--- src/rtl/led_panel_pkg.sv ---
// Shared types and constants for the LED panel command decoder and its frame buffer.
package led_panel_pkg;

    typedef enum logic [1:0] {
        S_CTRL,
        S_COL,
        S_ROW
    } state_e;

    localparam logic [3:0] OP_RGB  = 4'h0;
    localparam logic [3:0] OP_SET  = 4'h1;
    localparam logic [3:0] OP_CLR  = 4'h2;
    localparam logic [3:0] OP_CLS  = 4'h3;
    localparam logic [3:0] OP_FILL = 4'h4;

    localparam logic [7:0] RESYNC_BYTE = 8'hF5;

    localparam int FB_COLS = 16;
    localparam int FB_ROWS = 8;
    localparam int COL_W   = $clog2(FB_COLS);
    localparam int ROW_W   = $clog2(FB_ROWS);

    localparam logic [2:0] RGB_RESET = 3'b111;

endpackage

--- src/rtl/led_fb_regs.sv ---
// 16x8 monochrome frame buffer: single-bit write, whole-array clear/fill, combinational column read.
module led_fb_regs
    import led_panel_pkg::*;
(
    input  logic               clk,
    input  logic               reset_n,
    input  logic               wr_en,
    input  logic [COL_W-1:0]   wr_col,
    input  logic [ROW_W-1:0]   wr_row,
    input  logic               wr_val,
    input  logic               clr_all,
    input  logic               fill_all,
    input  logic [COL_W-1:0]   rd_col,
    output logic [FB_ROWS-1:0] rd_data
);

    logic [FB_COLS-1:0][FB_ROWS-1:0] mem_d, mem_q;

    // NOTE: default to the current contents first so no path leaves mem_d unassigned (no latch).
    always_comb begin
        mem_d = mem_q;
        if (clr_all) begin
            mem_d = '0;
        end else if (fill_all) begin
            mem_d = '1;
        end else if (wr_en) begin
            mem_d[wr_col][wr_row] = wr_val;
        end
    end

    // NOTE: the array is only 128 flops, so it is cleared by the async reset rather than left unreset
    // like a RAM; state is updated with non-blocking assignments only.
    always_ff @(posedge clk or negedge reset_n) begin
        if (!reset_n) begin
            mem_q <= '0;
        end else begin
            mem_q <= mem_d;
        end
    end

    assign rd_data = mem_q[rd_col];

endmodule

--- config.mk ---
export PLATFORM = sky130hd
export DESIGN_NAME = led_fb_regs
export DESIGN_NICKNAME = d
export VERILOG_FILES = /design/src/rtl/led_panel_pkg.sv /design/src/rtl/led_fb_regs.sv
export SDC_FILE = /design/constraint.sdc
export NUM_CORES = 1
export LEC_CHECK = 0
export CAP_MARGIN = 20
export CORE_MARGIN = 2
export CORE_UTILIZATION = 46
export CTS_CLUSTER_SIZE = 28
export DETAILED_ROUTE_END_ITERATION = 6
export PLACE_DENSITY_LB_ADDON = 0.12
export SETUP_SLACK_MARGIN = 0.02
export SLEW_MARGIN = 30
export SYNTH_ARGS = -nofsm -noshare
export SYNTH_HDL_FRONTEND = slang
export SYNTH_SLANG_ARGS = --single-unit
--- constraint.sdc ---
create_clock -name clk -period 3.1 [get_ports clk]
set_clock_uncertainty 0.15 [all_clocks]
set_input_delay 0.93 -clock clk [delete_from_list [all_inputs] [get_ports clk]]
set_output_delay 0.93 -clock clk [all_outputs]
set_load 0.02 [all_outputs]
; ---- Word-level counts from Yosys, hierarchy flattened
; Index checks and enable logic that the tools add are counted.
[word_totals]
regBits = 128
latch_bits = 0
ram_bits = 0
rom_bits = 0
input_bits = 17
out_inout_bits = 8
wordCells = 34
memories = 0
[op_classes]
addsub = 0
multipliers = 0
div = 0
magnitude_cmp = 5
eq_ne = 0
shift = 0
n_mux = 10
bitwise_logic = 0
reduce_logical = 3
[ops]
columns = operator, n
row1 = $mux 128, 3
row2 = $bwmux 128, 1
row3 = $bmux 8 s4, 1
row4 = $demux 8 s4, 1
row5 = $mux 8, 2
row6 = $lt 4x5->1 const B, 2
row7 = $ge 4x1->1 const B, 1
row8 = $lt 3x4->1 const B, 1
row9 = $demux 1 s3, 1
row10 = $ge 3x1->1 const B, 1
row11 = $reduce_bool 3->1, 1
row12 = $logic_and 1x1->1, 2
row13 = $mux 1, 1

; ---- Longest topological paths before layout
[logic_depth]
word_depth = 10
depth_mapped = 6
ltp_nobuf = 3

; ---- Worst setup path before layout
; No wires, ideal clock.
[synth_timing]
path_kind = input-to-output
startpoint = input port rd_col[0]
endpoint = output port rd_data[6]
arrival_ps = 2115
t_required_ps = 2020
setup_slack_ps = -95
stages = 5
n_path_buf = 2
cell_sequence = buf_2 -> buf_4 -> mux4_2 -> a22oi_1 -> nand2_1
[synth_via]
elab_chain_cells = 2
[synth_rtl]
columns = item, line
row1 = start: declaration, led_fb_regs.sv:13  ; input logic [COL_W-1:0] rd_col,
row2 = $bmux 8 s4, led_fb_regs.sv:41  ; assign rd_data = mem_q[rd_col];
row3 = $mux 8 (implied by the code), led_fb_regs.sv:41
row4 = end: declaration, led_fb_regs.sv:14  ; output logic [FB_ROWS-1:0] rd_data
; Every way passes these cells. The select of a mux whose other input is x is not followed.

; ---- Final worst setup path
[layout_timing]
startpoint = input port rd_col[0]
endpoint = output port rd_data[2]
; The elaborated chain is that of the path after synthesis.

==> results.json <==
{
  "regToRegStartpoint": "mem_q[33]$_DFFE_PN0P_",
  "rsz0062_at_grt": "yes",
  "max-slew-margin-rel_pct": 52.5,
  "post_layout_net_count": 731,
  "fill_cells": 1367,
  "crit_path_start": "rd_col[0]",
  "synth_async_sr_flop_share_pct": 100,
  "mappedNetlistArea_mm2": 0.00732,
  "netlist_instances": 729,
  "grt_remaining_overflow": 0,
  "postLayoutCoreUtil_pct": 54.6,
  "grt_pass1_wl_um": 37000,
  "startpoint_type": "input port",
  "share_of_synthesized_cell_area_in_and_or_nand_and_nor_gates_pct": 17.3,
  "slew_violations": 0,
  "layout-drive-gt1-share_pct": 22.0,
  "tritoncts.num_buffers": 17,
  "outcome": "complete, but fails checks",
  "clock_tree.buffer_depth": 2,
  "syn-num-nets": 746,
  "die_h_um": 130,
  "min-delay-path-class": "in -> async",
  "post_drt_wl_per_cell_um": 25.0,
  "cts.sink_count": 128,
  "total_leakage_power_nw": 3.11,
  "ys.warnings.count": 0,
  "period_needed_ps": 3290,
  "cts_htree_levels": 4,
  "post_synth_fa_ha_maj_area_fraction_pct": 0,
  "setup.worst_path.end_class": "primary output",
  "rr_worst_depth": 2,
  "synth_enable_flop_cells": 0,
  "fmax_mhz": 304,
  "ys_seq_area_share_pct": 43.7,
  "via_count": 6522,
  "rr_endpoint": "mem_q[33]$_DFFE_PN0P_",
  "crit_path_max_fanout": 6,
  "layout.area.seq_mm2": 0.00320,
  "antenna_cells": 0,
  "synth_top_family_by_area": "compound AO/OA/AOI/OAI gates",
  "io_buffer_count": 24,
  "synth-xor-area-share_pct": 0,
  "postSynthRegisterBits": 128,
  "max-cap-violations": 0,
  "core_mm2": 0.0157,
  "timing.critical_path.required_ps": 2020,
  "area_growth_synth_to_finish_pct": 17.2,
  "start_util_pct": 46.6,
  "flip_flop_count_of_the_largest_register_all_copies_and_words_added": 128,
  "timing.reg2reg.setup_slack_ps": 2170,
  "max_flop_register": "mem_q",
  "top_level_ports": 25,
  "drcViolationCount": 0,
  "worst-slew-pin-transition_ps": 709,
  "timing.final.ws_setup_ps": -186,
  "post_cts.repair.setup_buffers": 0,
  "dominantRegCellSynth": "sky130_fd_sc_hd__dfrtp_1",
  "rows": 46,
  "finalCritPeriodShare_pct": 106,
  "postRouteWirelength_um": 23600,
  "synth.lib_cells_used.distinct": 29,
  "worstSetupEndpoint": "rd_data[2]",
  "cts_root_buf": "sky130_fd_sc_hd__clkbuf_16",
  "ir_worst_vdd_v": 0.000378,
  "final_antenna_net_count": 0,
  "final-hold-violation-count": 0,
  "gp_routability_congestion": 0.838,
  "failed_checks": "setup timing",
  "synthesis.area_per_instance_um2": 10.0,
  "die_width_um": 130,
  "timing.final.setup_violations": 8,
  "groute.usage.overall_pct": 29.2,
  "detailedRoute.firstIterationViolations": 888,
  "insertion_delay_ps": 430,
  "clk_transition_reported_paths_ps": 50,
  "detailedRoute.firstPassIterationCount": 5,
  "first_global_vias": 6167,
  "finalPower_w": 0.00444,
  "place_hpwl_um": 13700,
  "fraction_of_the_mapped_netlist_area_in_compound_gates_pct": 21.3,
  "number_of_antenna_violations_at_the_first_check_in_global_routing": 0,
  "cts_tree": "yes",
  "powerDensity_mw_per_mm2": 517,
  "crit_type": "in -> out",
  "synth.area.mux_share_pct": 9.84,
  "cp_data_arrival_time_ps": 2210,
  "hold_slack_ps": 197,
  "design.die.area_mm2": 0.0169,
  "layout_top_registers": "mem_q (128)",
  "grt_max_degree": 129,
  "multiInputGateArea_mm2": 0.00364,
  "viasPerCell": 6.92
}
[logic make-up after synthesis]
group / Yosys count
flops: 128
compound gates: 272
buf+inv: 109
mux: 32
simple gates: 188
[Yosys cell counts, types with 7 or more instances]
cell	number	share of area, %
sky130_fd_sc_hd__buf_6	11	1.7
sky130_fd_sc_hd__and4bb_2	8	1.4
sky130_fd_sc_hd__a22oi_1	16	1.6
sky130_fd_sc_hd__clkbuf_1	48	2.5
sky130_fd_sc_hd__buf_4	10	1.0
sky130_fd_sc_hd__nand2_1	8	0.41
sky130_fd_sc_hd__a31oi_1	128	11
sky130_fd_sc_hd__clkbuf_2	14	0.96
sky130_fd_sc_hd__nand4b_1	7	0.84
sky130_fd_sc_hd__o21ai_1	32	2.2
sky130_fd_sc_hd__nand4bb_1	9	1.4
sky130_fd_sc_hd__buf_2	21	1.4
sky130_fd_sc_hd__and4b_1	7	0.96
sky130_fd_sc_hd__mux4_2	32	9.8
sky130_fd_sc_hd__dfrtp_1	128	44
sky130_fd_sc_hd__nand3_1	128	8.7
sky130_fd_sc_hd__o21ai_0	96	6.6
[stage by stage]
stage / cell area [µm²] / setup WS [ps] / std cells / TNS [ps]
after floorplan: 7430 / 34.3 / 729 / 0
after global placement: 7840 / -889 / 906 / -6840
after detailed placement: 7840 / -893 / 906 / -6960
after CTS: 8570 / -203 / 943 / -1360
after global routing: 8580 / -217 / 943 / -1520
final: 8580 / -186 / 943 / -1240
[per-layer routing]
| layer | part of all wire, % | vias to the layer above | GRT usage, % |
|---|---|---|---|
| met5 | 0 | - | 0 |
| met4 | 2.5 | 0 | 10.4 |
| met3 | 11 | 44 | 8.94 |
| met2 | 44 | 423 | 41.4 |
| met1 | 43 | 3233 | 42.5 |
| li1 | - | 2822 | - |
[area by class of cell]
class                   count  share of cell area (%)
repair buffers             74                    10.8
clock inverters             7                   0.700
inverters                   1                  0.0583
clock buffers              25                    5.54
multi-input cells         492                    42.4
flip-flops and latches    128                    37.3
well taps                 216                    3.15
[worst max-delay path: stages]
cell,delay [ps]
sky130_fd_sc_hd__buf_16,130
sky130_fd_sc_hd__buf_12,130
sky130_fd_sc_hd__mux4_2,530
sky130_fd_sc_hd__a22oi_2,230
sky130_fd_sc_hd__nand2_2,90
sky130_fd_sc_hd__buf_6,140
[what timing repair did]
action	CTS	global route
pin swaps	15	7
gates resized for setup	71	3
hold buffers	0	0
endpoints found under the setup margin	8	8
gates cloned	5	0
[worst min-delay path by stage]
| stage | startpoint | endpoint | slack, ps | cells after the start |
|---|---|---|---|---|
| 2_1_floorplan | mem_q[49]$_DFFE_PN0P_ | mem_q[49]$_DFFE_PN0P_ | 380 | 2 |
| 3_3_place_gp | mem_q[93]$_DFFE_PN0P_ | mem_q[93]$_DFFE_PN0P_ | 400 | 2 |
| 3_5_place_dp | mem_q[82]$_DFFE_PN0P_ | mem_q[82]$_DFFE_PN0P_ | 410 | 2 |
| 4_1_cts | reset_n | mem_q[13]$_DFFE_PN0P_ | 190 | 1 |
| 5_1_grt | reset_n | mem_q[5]$_DFFE_PN0P_ | 190 | 1 |
| 6_report | reset_n | mem_q[5]$_DFFE_PN0P_ | 200 | 1 |
[placed cells by master, fill, tap and decap left out, drive strengths merged, types with 2 or more instances in the layout]
cell,Yosys,routed
a22oi,16,16
nand4,2,2
nand2,8,8
dfrtp,128,128
nand3,128,128
nor4b,5,5
and4bb,8,8
dlygate4sd2,0,2
clkdlybuf4s50,0,9
clkinv,0,7
or4b,5,5
clkbuf,62,25
nand4bb,9,9
buf,46,62
mux4,32,32
o21ai,128,128
a31oi,128,128
and4b,7,7
nand4b,7,7
nor2b,2,2
and4,2,2
[report_power, final]
part	total (W)	switching, W	leakage, nW	internal (W)
registers	0.00185	0.0000637	1.60	0.00179
logic	0.000723	0.000417	1.24	0.000306
clock network	0.00186	0.000729	0.269	0.00114
(Power assumes the default switching activity.)
